<file path="src/rtl/serv_bufreg_ls.sv">
// serv_bufreg_ls -- load/store/shift data buffer for the bit-serial core.
//
// Moves W bits per enabled cycle. Operand B is collected serially into a
// 32-bit register. For memory ops the register then drives a bus request:
// stores present lane-replicated data with byte selects, loads capture bus
// data, extract and extend the addressed lane, and drain it serially on o_q.
// For shifts the collected low five bits become a shift-amount downcounter.
//
// Ports:
//   i_clk, i_rst        clock, asynchronous active-high reset
//   i_en                serial step enable
//   i_init              start of operation (honoured in IDLE only)
//   i_cnt_done          last enabled cycle of the current 32-bit phase
//   i_op_b_sel, i_rs2, i_imm, o_op_b   operand B select and result
//   i_mem_op, i_mem_we, i_size, i_signed, i_lsb   memory op attributes
//   i_shift_op          shift operation
//   o_bus_stb, o_bus_we, o_bus_sel, o_bus_dat, i_bus_ack, i_bus_dat   data bus
//   o_q                 serial load result (low W bits of the buffer)
//   o_sh_done, o_sh_done_r, o_shift_residual   shift counter status
//   o_busy              block is not idle
//   o_state             FSM state, for debug and checkers
//
// Bus handshake: o_bus_stb is the request (valid) and i_bus_ack is its
// completion (ready). Once raised, o_bus_stb and o_bus_we/sel/dat stay stable
// until the cycle in which i_bus_ack is sampled high; the request drops on
// that edge. i_bus_ack is ignored whenever no request is outstanding.

module serv_bufreg_ls #(
  parameter  int W  = 1,
  localparam int LB = $clog2(W)
) (
  input  logic          i_clk,
  input  logic          i_rst,
  input  logic          i_en,
  input  logic          i_init,
  input  logic          i_cnt_done,
  input  logic          i_op_b_sel,
  input  logic [W-1:0]  i_rs2,
  input  logic [W-1:0]  i_imm,
  output logic [W-1:0]  o_op_b,
  input  logic          i_mem_op,
  input  logic          i_mem_we,
  input  logic [1:0]    i_size,
  input  logic          i_signed,
  input  logic [1:0]    i_lsb,
  input  logic          i_shift_op,
  output logic          o_bus_stb,
  output logic          o_bus_we,
  output logic [3:0]    o_bus_sel,
  output logic [31:0]   o_bus_dat,
  input  logic          i_bus_ack,
  input  logic [31:0]   i_bus_dat,
  output logic [W-1:0]  o_q,
  output logic          o_sh_done,
  output logic          o_sh_done_r,
  output logic [LB:0]   o_shift_residual,
  output logic          o_busy,
  output logic [2:0]    o_state
);

  typedef enum logic [2:0] {
    S_IDLE  = 3'd0,
    S_FILL  = 3'd1,
    S_REQ   = 3'd2,
    S_DRAIN = 3'd3,
    S_COUNT = 3'd4
  } state_t;

  localparam logic [5:0] WSTEP = 6'(W);
  // Low shamt bits that do not fit a whole W step; zero mask when W=1.
  localparam logic [4:0] RMASK = 5'(W - 1);

  state_t        state_q;
  logic [31:0]   dat_q;
  logic [5:0]    cnt_q;
  logic          res_pend_q;
  logic          stb_q;
  logic          sh_done_r_q;
  logic          we_q;
  logic [1:0]    size_q;
  logic          signed_q;
  logic [1:0]    lsb_q;

  logic [31:0]   fill_d;
  logic [31:0]   drain_d;
  logic [31:0]   ld_d;
  logic [7:0]    ld_byte;
  logic [15:0]   ld_half;
  logic [5:0]    step;
  logic          sh_done;
  logic [3:0]    bus_sel_d;
  logic [31:0]   bus_dat_d;

  assign o_op_b  = i_op_b_sel ? i_rs2 : i_imm;
  assign fill_d  = {o_op_b, dat_q[31:W]};
  assign drain_d = {{W{1'b0}}, dat_q[31:W]};

  // While counting, the buffer still holds the collected operand, so its low
  // five bits are the shift amount. The first step consumes the residual
  // (shamt mod W) so the remaining count is a whole number of W steps.
  assign step    = res_pend_q ? {1'b0, dat_q[4:0] & RMASK} : WSTEP;
  assign sh_done = (state_q == S_COUNT) && (cnt_q < step);

  assign o_sh_done        = sh_done;
  assign o_sh_done_r      = sh_done_r_q;
  assign o_shift_residual = ((state_q == S_COUNT) && res_pend_q) ? step[LB:0] : '0;

  assign o_q      = dat_q[W-1:0];
  assign o_busy   = (state_q != S_IDLE);
  assign o_state  = state_q;
  assign o_bus_stb = stb_q;
  assign o_bus_we  = stb_q & we_q;
  assign o_bus_sel = bus_sel_d;
  assign o_bus_dat = bus_dat_d;

  // Store data is replicated across lanes so the byte selects alone place it.
  always_comb begin
    bus_sel_d = 4'b1111;
    bus_dat_d = dat_q;
    case (size_q)
      2'd0: begin
        bus_sel_d = 4'b0001 << lsb_q;
        bus_dat_d = {4{dat_q[7:0]}};
      end
      2'd1: begin
        bus_sel_d = lsb_q[1] ? 4'b1100 : 4'b0011;
        bus_dat_d = {2{dat_q[15:0]}};
      end
      default: ;
    endcase
  end

  // Load lane extraction and sign/zero extension.
  always_comb begin
    case (lsb_q)
      2'd0:    ld_byte = i_bus_dat[7:0];
      2'd1:    ld_byte = i_bus_dat[15:8];
      2'd2:    ld_byte = i_bus_dat[23:16];
      default: ld_byte = i_bus_dat[31:24];
    endcase
    ld_half = lsb_q[1] ? i_bus_dat[31:16] : i_bus_dat[15:0];
    case (size_q)
      2'd0:    ld_d = {{24{signed_q & ld_byte[7]}}, ld_byte};
      2'd1:    ld_d = {{16{signed_q & ld_half[15]}}, ld_half};
      default: ld_d = i_bus_dat;
    endcase
  end

  always_ff @(posedge i_clk or posedge i_rst) begin
    if (i_rst) begin
      state_q     <= S_IDLE;
      dat_q       <= '0;
      cnt_q       <= '0;
      res_pend_q  <= 1'b0;
      stb_q       <= 1'b0;
      sh_done_r_q <= 1'b0;
      we_q        <= 1'b0;
      size_q      <= '0;
      signed_q    <= 1'b0;
      lsb_q       <= '0;
    end else begin
      sh_done_r_q <= sh_done;
      case (state_q)
        S_IDLE: begin
          if (i_init && i_en) state_q <= S_FILL;
        end
        S_FILL: begin
          if (i_en) begin
            dat_q <= fill_d;
            if (i_cnt_done) begin
              if (i_mem_op) begin
                we_q     <= i_mem_we;
                size_q   <= i_size;
                signed_q <= i_signed;
                lsb_q    <= i_lsb;
                stb_q    <= 1'b1;
                state_q  <= S_REQ;
              end else if (i_shift_op) begin
                cnt_q      <= {1'b0, fill_d[4:0]};
                res_pend_q <= |(fill_d[4:0] & RMASK);
                state_q    <= S_COUNT;
              end else begin
                state_q <= S_IDLE;
              end
            end
          end
        end
        S_REQ: begin
          if (i_bus_ack) begin
            stb_q <= 1'b0;
            if (we_q) begin
              state_q <= S_IDLE;
            end else begin
              dat_q   <= ld_d;
              state_q <= S_DRAIN;
            end
          end
        end
        S_DRAIN: begin
          if (i_en) begin
            dat_q <= drain_d;
            if (i_cnt_done) state_q <= S_IDLE;
          end
        end
        S_COUNT: begin
          if (i_en) begin
            if (!sh_done) begin
              cnt_q      <= cnt_q - step;
              res_pend_q <= 1'b0;
            end
            if (i_cnt_done) state_q <= S_IDLE;
          end
        end
        default: state_q <= S_IDLE;
      endcase
    end
  end

endmodule
</file>
<file path="config.mk">
export PLATFORM = sky130hd
export DESIGN_NAME = serv_bufreg_ls
export DESIGN_NICKNAME = d
export VERILOG_FILES = /design/src/rtl/serv_bufreg_ls.sv
export SDC_FILE = /design/constraint.sdc
export NUM_CORES = 1
export LEC_CHECK = 0
export ABC_CLOCK_PERIOD_IN_PS = 3720
export BUFFER_PORTS_ARGS = -buffer_cell sky130_fd_sc_hd__buf_4
export CORE_MARGIN = 2
export CORE_UTILIZATION = 30
export CTS_CLUSTER_DIAMETER = 40
export CTS_CLUSTER_SIZE = 40
export DETAILED_ROUTE_END_ITERATION = 10
export PLACE_DENSITY_LB_ADDON = 0.1
export SYNTH_ARGS = -nofsm -noshare
export SYNTH_HDL_FRONTEND = slang
export SYNTH_SLANG_ARGS = --single-unit
</file>
<file path="constraint.sdc">
create_clock -name i_clk -period 3.72 [get_ports i_clk]
set_input_delay 0.93 -clock i_clk [delete_from_list [all_inputs] [get_ports i_clk]]
set_output_delay 0.93 -clock i_clk [all_outputs]
set_load 0.005 [all_outputs]
</file>
==> results.cfg <==
[outcome]
outcome = finished clean

[worst_setup_path]
critPathLaunchType = register
required_ps = 2790
crit_start = o_state[0]$_DFFE_PP0P_
crit_type = reg2out
arrival_ps = 1980
critPathMaxFanout = 17
timing.rr.start = size_q[1]$_DFFE_PP0P_
r2r_slack_ps = 1110
worstSetupEndpointType = output port

[cts]
clkLatencyLatePin_ps = 290
clk_path_buf_depth = 2
cts_sinks = 49
cts_tree = yes
path_clk_slew_ps = 70
cts_htree_levels = 2
numCtsBuffers = 5
clockRootBuffer = clkbuf_16
cts.repair.resized = 0
hold_buffers = 0
cts_setup_buffers = 0

[sta]
rsz0062_at_grt = false
whs_ps = 523
setup_violations = 0
finalClockSkew_ps = 3.48
finalHoldViolations = 0
worstMarginPinSlew_ps = 1180
fmax_mhz = 343
period_minus_slack_ps = 2910
maxSlewViolCount = 0
fin_ws_ps = 808
period_share_pct = 78.3
setup_tns_ps = 0
slew_headroom_pct = 21.7

[synthesis]
synthArstFlopShare_pct = 100
syn_inst = 398
synth_area_sq_um = 3470
synth_area_leaders = dfrtp_1 (35%), nand2_1 (8.0%), mux2_2 (7.1%)
synth_area_per_cell_sq_um = 8.71
ys_ff_latch = 49
syn_nets = 448
synthXorXnorAreaFrac_pct = 0
synth_compound_area_share_pct = 26.2
yosys-top-cells-count = nand2_1 (74), dfrtp_1 (49), o21ai_0 (38)
yosysMostFrequentCell = nand2_1
synth_edf_count = 0
synthDistinctLibCells = 52
synth.top_cell.area_share_pct = 35.4
synth-simple-area-share_pct = 19.0
synth_largest_area_cell = dfrtp_1
synth_mux_area_share_pct = 12.0
ys.flop_type = dfrtp_1
synth_warnings = 0
synth_top_family_by_area = compound AO/OA/AOI/OAI gates
synth_fa_ha_area_share_pct = 0.361
synth_seq_area_share_pct = 35.4

[detailed_routing]
drt-total-wl_mm = 11.9
drt-initial-drc-count = 225
routedWlPerCell_um = 19.3
dr.pass1.iters = 5
antenna_left = 0
viasPerCell = 5.47
drc = 0
via_count = 3362

[final_layout]
area_growth_pct = 26.8
drive_gt1_share_pct = 34.3
fillers = 1178
layout.nets = 521
seqCellArea_sq_um = 1230
antenna_cells = 0
fin_cells = 615
multi_input_area_sq_um = 2010

[pwr]
p_leak_nw = 1.93
total_power_w = 0.00354
cellPowerDensity_nw_per_um2 = 805
ir_worst_vdd_mv = 0.296

[die]
core-area_sq_um = 11400
die_y_um = 112
die_x_um = 112
design.die.area_sq_um = 12400
io_pins = 96
start_util_pct = 30.5
rows = 39

[global_routing]
grt_pass1_vias = 3299
track_usage_pct = 18.6
grt_pass1_wl_mm = 18.3
antenna_found_initial = 0
grt_overflow_total = 0
grt_max_degree = 34

[placement]
dp_cells = 607
port_buffers = 94
gp_congestion = 0.788
pre_cts_slack_ps = 877
dpl.hpwl_mm = 8.99

[hold_path]
hp-start = dat_q[18]$_DFFE_PP0P_
hp-class = reg2reg

[run]
drv_cap = 0
[critical path, cell delays in order, from the launching register on]
cell and delay (ps):
dfrtp_1 580, or3b_2 620, nor4_1 320, buf_4 170
[cell families after synthesis]
| logic type | Yosys count |
|---|---|
| simple gates | 139 |
| compound gates | 121 |
| flops | 49 |
| buf+inv | 48 |
| mux | 39 |
| fa+ha+maj | 1 |
| other cells | 1 |
[flip-flops by register name (all words and copies together), names as in the netlist]
signal       flops
size_q           2
we_q             1
lsb_q            2
signed_q         1
o_sh_done_r      1
dat_q           32
o_state          3
cnt_q            6
o_bus_stb        1
[cell type report]
cell class	count	share of cell area [%]
inverters	9	0.768
well taps	143	4.07
clock inverters	1	0.114
flip-flops and latches	49	27.9
repair buffers	105	17.9
clock buffers	7	3.47
multi-input cells	301	45.8
[final timing paths]
| check | depth (start not counted) | endpoint |
|---|---|---|
| worst min-delay path | 2 | dat_q[18]$_DFFE_PP0P_ |
| worst max-delay path | 3 | o_sh_done |
| worst min register to register | 2 | dat_q[18]$_DFFE_PP0P_ |
| max in group asynchronous | 3 | dat_q[7]$_DFFE_PP0P_ |
| worst max register to register | 6 | dat_q[31]$_DFFE_PP0P_ |
| min in group asynchronous | 2 | dat_q[25]$_DFFE_PP0P_ |
[placed cells by master (no fill, tap or decap), drive strengths merged, types with 4 or more instances in the layout]
cell and instances:
buf 105, nand2 74, dfrtp 49, o21ai 39, nor2 31, o221ai 24
mux2 22, a21oi 20, mux2i 17, inv 8, o31ai 7, clkbuf 7
a22oi 6, o221a 5, or3b 5, and2 4, nor3b 4
[metrics by stage]
step / utilization [%] / instance area (sq um)
finish: 38.7 / 4400
floorplan: - / 3470
global placement: 37.3 / 4240
CTS: 38.7 / 4400
global route: 38.7 / 4400
detailed placement: 37.3 / 4240
[routing by layer]
layer | GRT usage, % | wire length, um
met1 | 25.4 | 5400
met2 | 31.2 | 5740
met3 | 2.89 | 571
met4 | 4.36 | 160
met5 | 0 | 0
[power by group]
group,switching [W],internal [W],total (W)
Clock,0.000215,0.000286,0.000501
Combinational,0.000996,0.000944,0.00194
Sequential,0.000360,0.000741,0.00110
(Power assumes the default switching activity.)
